[src/rtl/counter_pkg.sv]
// Shared constants and helpers for the modulo up/down counter and its prescaler.
package counter_pkg;

  localparam logic DIR_UP   = 1'b1;
  localparam logic DIR_DOWN = 1'b0;

  localparam int MODE_WRAP = 0;
  localparam int MODE_SAT  = 1;

  // Bits needed to hold 0..value-1; never less than one bit.
  function automatic int clog2(input int value);
    int w = 1;
    while ((1 << w) < value) w++;
    return w;
  endfunction

endpackage

[src/rtl/counter_prescaler.sv]
// Clock-enable divider: raises step on every PRESCALE-th enabled cycle.
module counter_prescaler
  import counter_pkg::*;
#(
  parameter int PRESCALE = 1
) (
  input  logic clk,
  input  logic rst,
  input  logic en,
  input  logic restart,
  output logic step
);

  localparam int PW = clog2(PRESCALE);
  localparam logic [PW-1:0] LAST = PW'(PRESCALE - 1);

  logic [PW-1:0] cnt_q, cnt_d;

  // With PRESCALE=1, LAST is 0 and cnt_q never leaves 0, so step reduces to en.
  always_comb begin
    cnt_d = cnt_q;
    if (restart) begin
      cnt_d = '0;
    end else if (en) begin
      cnt_d = (cnt_q == LAST) ? '0 : cnt_q + PW'(1);
    end
  end

  always_ff @(posedge clk or negedge rst) begin
    if (!rst) begin
      cnt_q <= '0;
    end else begin
      cnt_q <= cnt_d;
    end
  end

  assign step = en && (cnt_q == LAST);

endmodule

[src/rtl/counter_mod.sv]
// Parametrised modulo up/down counter with load, clear, prescaled enable,
// wrap/saturate boundary handling, terminal-count strobe and sticky overflow.
module counter_mod
  import counter_pkg::*;
#(
  parameter int WIDTH    = 4,
  parameter int MAX      = 2**WIDTH - 1,
  parameter int PRESCALE = 1,
  parameter int SATURATE = 0
) (
  input  logic             clk,
  input  logic             rst,
  input  logic             en,
  input  logic             dir,
  input  logic             clr,
  input  logic             load,
  input  logic [WIDTH-1:0] load_val,
  output logic [WIDTH-1:0] out,
  output logic             tc,
  output logic             ovf
);

  localparam logic [WIDTH-1:0] MAX_V = WIDTH'(MAX);
  localparam logic             SAT   = (SATURATE == MODE_SAT);

  logic [WIDTH-1:0] out_q, out_d;
  logic             tc_q, tc_d;
  logic             ovf_q, ovf_d;
  logic             step;

  counter_prescaler #(
    .PRESCALE(PRESCALE)
  ) u_prescaler (
    .clk    (clk),
    .rst    (rst),
    .en     (en),
    .restart(clr | load),
    .step   (step)
  );

  // Priority clr > load > step; a load or clear swallows a coincident step.
  always_comb begin
    out_d = out_q;
    tc_d  = 1'b0;
    ovf_d = ovf_q;
    if (clr) begin
      out_d = '0;
      ovf_d = 1'b0;
    end else if (load) begin
      out_d = (load_val > MAX_V) ? MAX_V : load_val;
    end else if (step) begin
      if (dir == DIR_UP) begin
        if (out_q == MAX_V) begin
          out_d = SAT ? MAX_V : '0;
          tc_d  = 1'b1;
          ovf_d = 1'b1;
        end else begin
          out_d = out_q + WIDTH'(1);
        end
      end else begin
        if (out_q == '0) begin
          out_d = SAT ? '0 : MAX_V;
          tc_d  = 1'b1;
          ovf_d = 1'b1;
        end else begin
          out_d = out_q - WIDTH'(1);
        end
      end
    end
  end

  always_ff @(posedge clk or negedge rst) begin
    if (!rst) begin
      out_q <= '0;
      tc_q  <= 1'b0;
      ovf_q <= 1'b0;
    end else begin
      out_q <= out_d;
      tc_q  <= tc_d;
      ovf_q <= ovf_d;
    end
  end

  assign out = out_q;
  assign tc  = tc_q;
  assign ovf = ovf_q;

endmodule

[config.mk]
export PLATFORM = sky130hd
export DESIGN_NAME = counter_mod
export DESIGN_NICKNAME = d
export VERILOG_FILES = /design/src/rtl/counter_pkg.sv /design/src/rtl/counter_prescaler.sv /design/src/rtl/counter_mod.sv
export SDC_FILE = /design/constraint.sdc
export NUM_CORES = 1
export LEC_CHECK = 0
export CAP_MARGIN = 30
export CORE_AREA = 4 4 41 43
export DETAILED_ROUTE_END_ITERATION = 6
export DIE_AREA = 0 0 45 47
export PLACE_DENSITY = 0.69
export SLEW_MARGIN = 20
export SYNTH_ARGS = -nofsm -noshare
export SYNTH_HDL_FRONTEND = slang
export SYNTH_SLANG_ARGS = --single-unit
export TNS_END_PERCENT = 5
[constraint.sdc]
create_clock -name clk -period 2.35 [get_ports clk]
set_input_delay 0.47 -clock clk [delete_from_list [all_inputs] [get_ports clk]]
set_output_delay 0.47 -clock clk [all_outputs]
set_load 0.02 [all_outputs]
==> run metrics <==
Arr. time, crit path roughly 1400 ps; Register-to-Register Path Depth 6; critical path type reg -> out; Util after Layout 0.486; Clock Skew roughly 0.97 ps; DIE WIDTH between 40 and 50 um; DRC viols 0; hold buffer count at cts 0; Slew @ Worst Pin 409 ps; worst path cell trace clkdlybuf4s50_1; slowest stage delay, CP 660 ps; Metal-1 WL roughly 470 um; first-iteration detailed-routing DRC count 7; routed wl met3 83 um; metal2 WL between 400 and 500 um; # IOs 16; global-route wire length before repair 1680 um; CTS clk-pin slew, worst paths 40 ps; die area roughly 2100 um2; CP Data Required Time 1880 ps; crit share post-route 0.794; max frequency roughly 0.54 GHz; grt ovf 0; status complete, no violations; clk_lat worst skew between 200 and 300 ps; drt wl/cell about 13 um; leakage 0.000284 uW; RSZ-0062 raised after global routing false; sequential fraction of design power 0.394; Buf/Inv on CP 1; Psw 93.8 uW; Final setup violation count 0; CTS tree done; Int Pwr between 200 and 250 uW; Unique masters post-synth 24; post-route ant nets 0; Finished Layout Cells 83; clock power share 0.308; cells after synthesis ~50; Placement Setup Slack approximately 400 ps; postcts setup bufs 0; Top Metal Used met4; delay-heaviest family, CP buffers and inverters; FILL cells ~140; mean post-synth cell area 8.78 um2; largest net degree at the start of global routing 12; crit-path max FO 9; Num CTS Buffers 3; WL final 1060 um; Reg2Reg Setup Slack 600 ps; syn nets 63; vias in the first global route about 400; Max Cap Violations 0; initial antenna violation count 0; Critical Path Source Type flip-flop; gpl congestion roughly 0.8; HP Class in -> async; Root Buffer clkbuf_4; H-tree depth 1; via count around 430; Antenna diodes 0; post-synthesis sequential area ratio 0.335; Die H around 47 um; Critical-path top delay cell clkdlybuf4s50_1; first-pass iteration count of the detailed router 4; GRT Resource Usage Total 0.118; share of cells above drive strength 1 0.0882; # clock sinks 6; Pwr per Cell Area about 500 nW/um2; reg2reg end out[0]; mean number of vias per cell 5.12; Post-DP HPWL roughly 800 um; Tmin final around 1900 ps; row cnt 13; Max IR drop VDD between 0.2 and 0.25 mV; Layout area overhead 41.1%; relative slew slack 0.726; #FFs+latches synth 6; Initial Utilization 0.344; final worst slack roughly 480 ps; Sw Share 0.302; Worst setup EP type primary output; # resized after CTS 0; fin nets between 80 and 90; core area approximately 1300 um2; Hold Fails Final Rpt 0; setup TNS 0 ps; Comb pwr share 0.298; PortBufs 15; synth warn 0; CTS max path bufs 2; dpl cells 80; synthesized area 448 um2; Critical R2R Launch out[0]; final number of max-transition violations 0
-- synthesized netlist by cell type, drive strengths merged --
cell type,number,area (um2)
buf,1,11.3
o41ai,1,8.76
a2111oi,1,27.5
a221oi,2,17.5
nor2b,1,6.26
ha,2,25.0
nand2,4,15.0
o21ai,3,15.0
o211a,1,10.0
a21oi,3,15.0
a21o,1,7.51
clkbuf,1,3.75
inv,7,26.3
xnor2,2,17.5
nor3,2,10.0
or4b,1,13.8
and2,1,6.26
nand3,2,10.0
nand2b,1,6.26
dfrtp,6,150
mux2i,1,10.0
nand4,1,6.26
a311o,1,10.0
nor2,5,18.8
-- per-stage QoR --
step | hold slack (ps) | area [um2] | total power (uW)
CTS | 462 | 632 | 319
floorplan | 174 | 448 | 175
global placement | 467 | 609 | 216
detailed placement | 493 | 609 | 217
global route | 470 | 632 | 335
finish | 462 | 632 | 311
-- final cells by class --
type	instances	area, um2	share of cell area
Multi-Input combinational cell	36	256	0.406
Tap cell	15	18.8	0.0297
Timing Repair Buffer	16	158	0.250
Inverter	7	26.3	0.0416
Clock buffer	3	22.5	0.0356
Sequential cell	6	150	0.238
-- cell usage in the layout, fill, tap and decap left out --
cell | netlist | layout
nand3_1 | 2 | 2
xnor2_1 | 2 | 2
a311o_1 | 1 | 1
buf_4 | 0 | 1
nor3_1 | 2 | 2
and2_1 | 1 | 1
a2111oi_4 | 1 | 1
a221oi_1 | 2 | 2
a21oi_1 | 3 | 3
clkbuf_4 | 0 | 3
nand2_1 | 4 | 4
ha_1 | 2 | 2
nor2b_1 | 1 | 1
mux2i_1 | 1 | 1
nor2_1 | 5 | 5
o41ai_1 | 1 | 1
dfrtp_1 | 6 | 6
o21ai_0 | 3 | 3
clkdlybuf4s50_1 | 0 | 15
or4b_4 | 1 | 1
nand4_1 | 1 | 1
inv_1 | 7 | 7
nand2b_1 | 1 | 1
a21o_1 | 1 | 1
o211a_1 | 1 | 1
-- power by group through the flow --
| stage | combinational (uW) | sequential [uW] | clock, uW |
|---|---|---|---|
| 6_report | 92.7 | 123 | 95.7 |
| 5_1_grt | 103 | 124 | 108 |
| 4_1_cts | 93.8 | 123 | 102 |
| 2_1_floorplan | 44.9 | 130 | 0 |
| 3_5_place_dp | 93.4 | 124 | 0 |
| 3_3_place_gp | 92.3 | 124 | 0 |
-- worst max-delay path by stage --
stage / start / to / depth (start not counted) / slack, ps
after detailed placement: dir / out[0] / 5 / 410
after global placement: dir / out[0] / 5 / 420
final: out[3] / out[3] / 1 / 480
after CTS: out[3] / out[3] / 1 / 480
after floorplan: out[0] / out[0] / 6 / 650
after global routing: out[0] / out[0] / 6 / 400
-- state kept, by name, indices dropped and copies added, names as in the netlist --
signal / cells
out: 4
ovf: 1
tc: 1
-- per-layer routing --
layer  GRT usage  vias up
met5           0        -
met4      0.0702        0
met3      0.0536        2
met2       0.178       16
met1       0.138      192
li1            -      215
-- kinds of logic after synthesis --
logic type | Yosys count | share of synthesized area
AND/OR/NAND/NOR | 18 | 0.207
XOR/XNOR | 2 | 0.0391
adder cells (fa/ha/maj) | 2 | 0.0559
buffers and inverters | 9 | 0.0922
flip-flops | 6 | 0.335
AO/OA/AOI/OAI | 13 | 0.249
multiplexers | 1 | 0.0223
No activity file was read; power rests on OpenSTA's default activity.
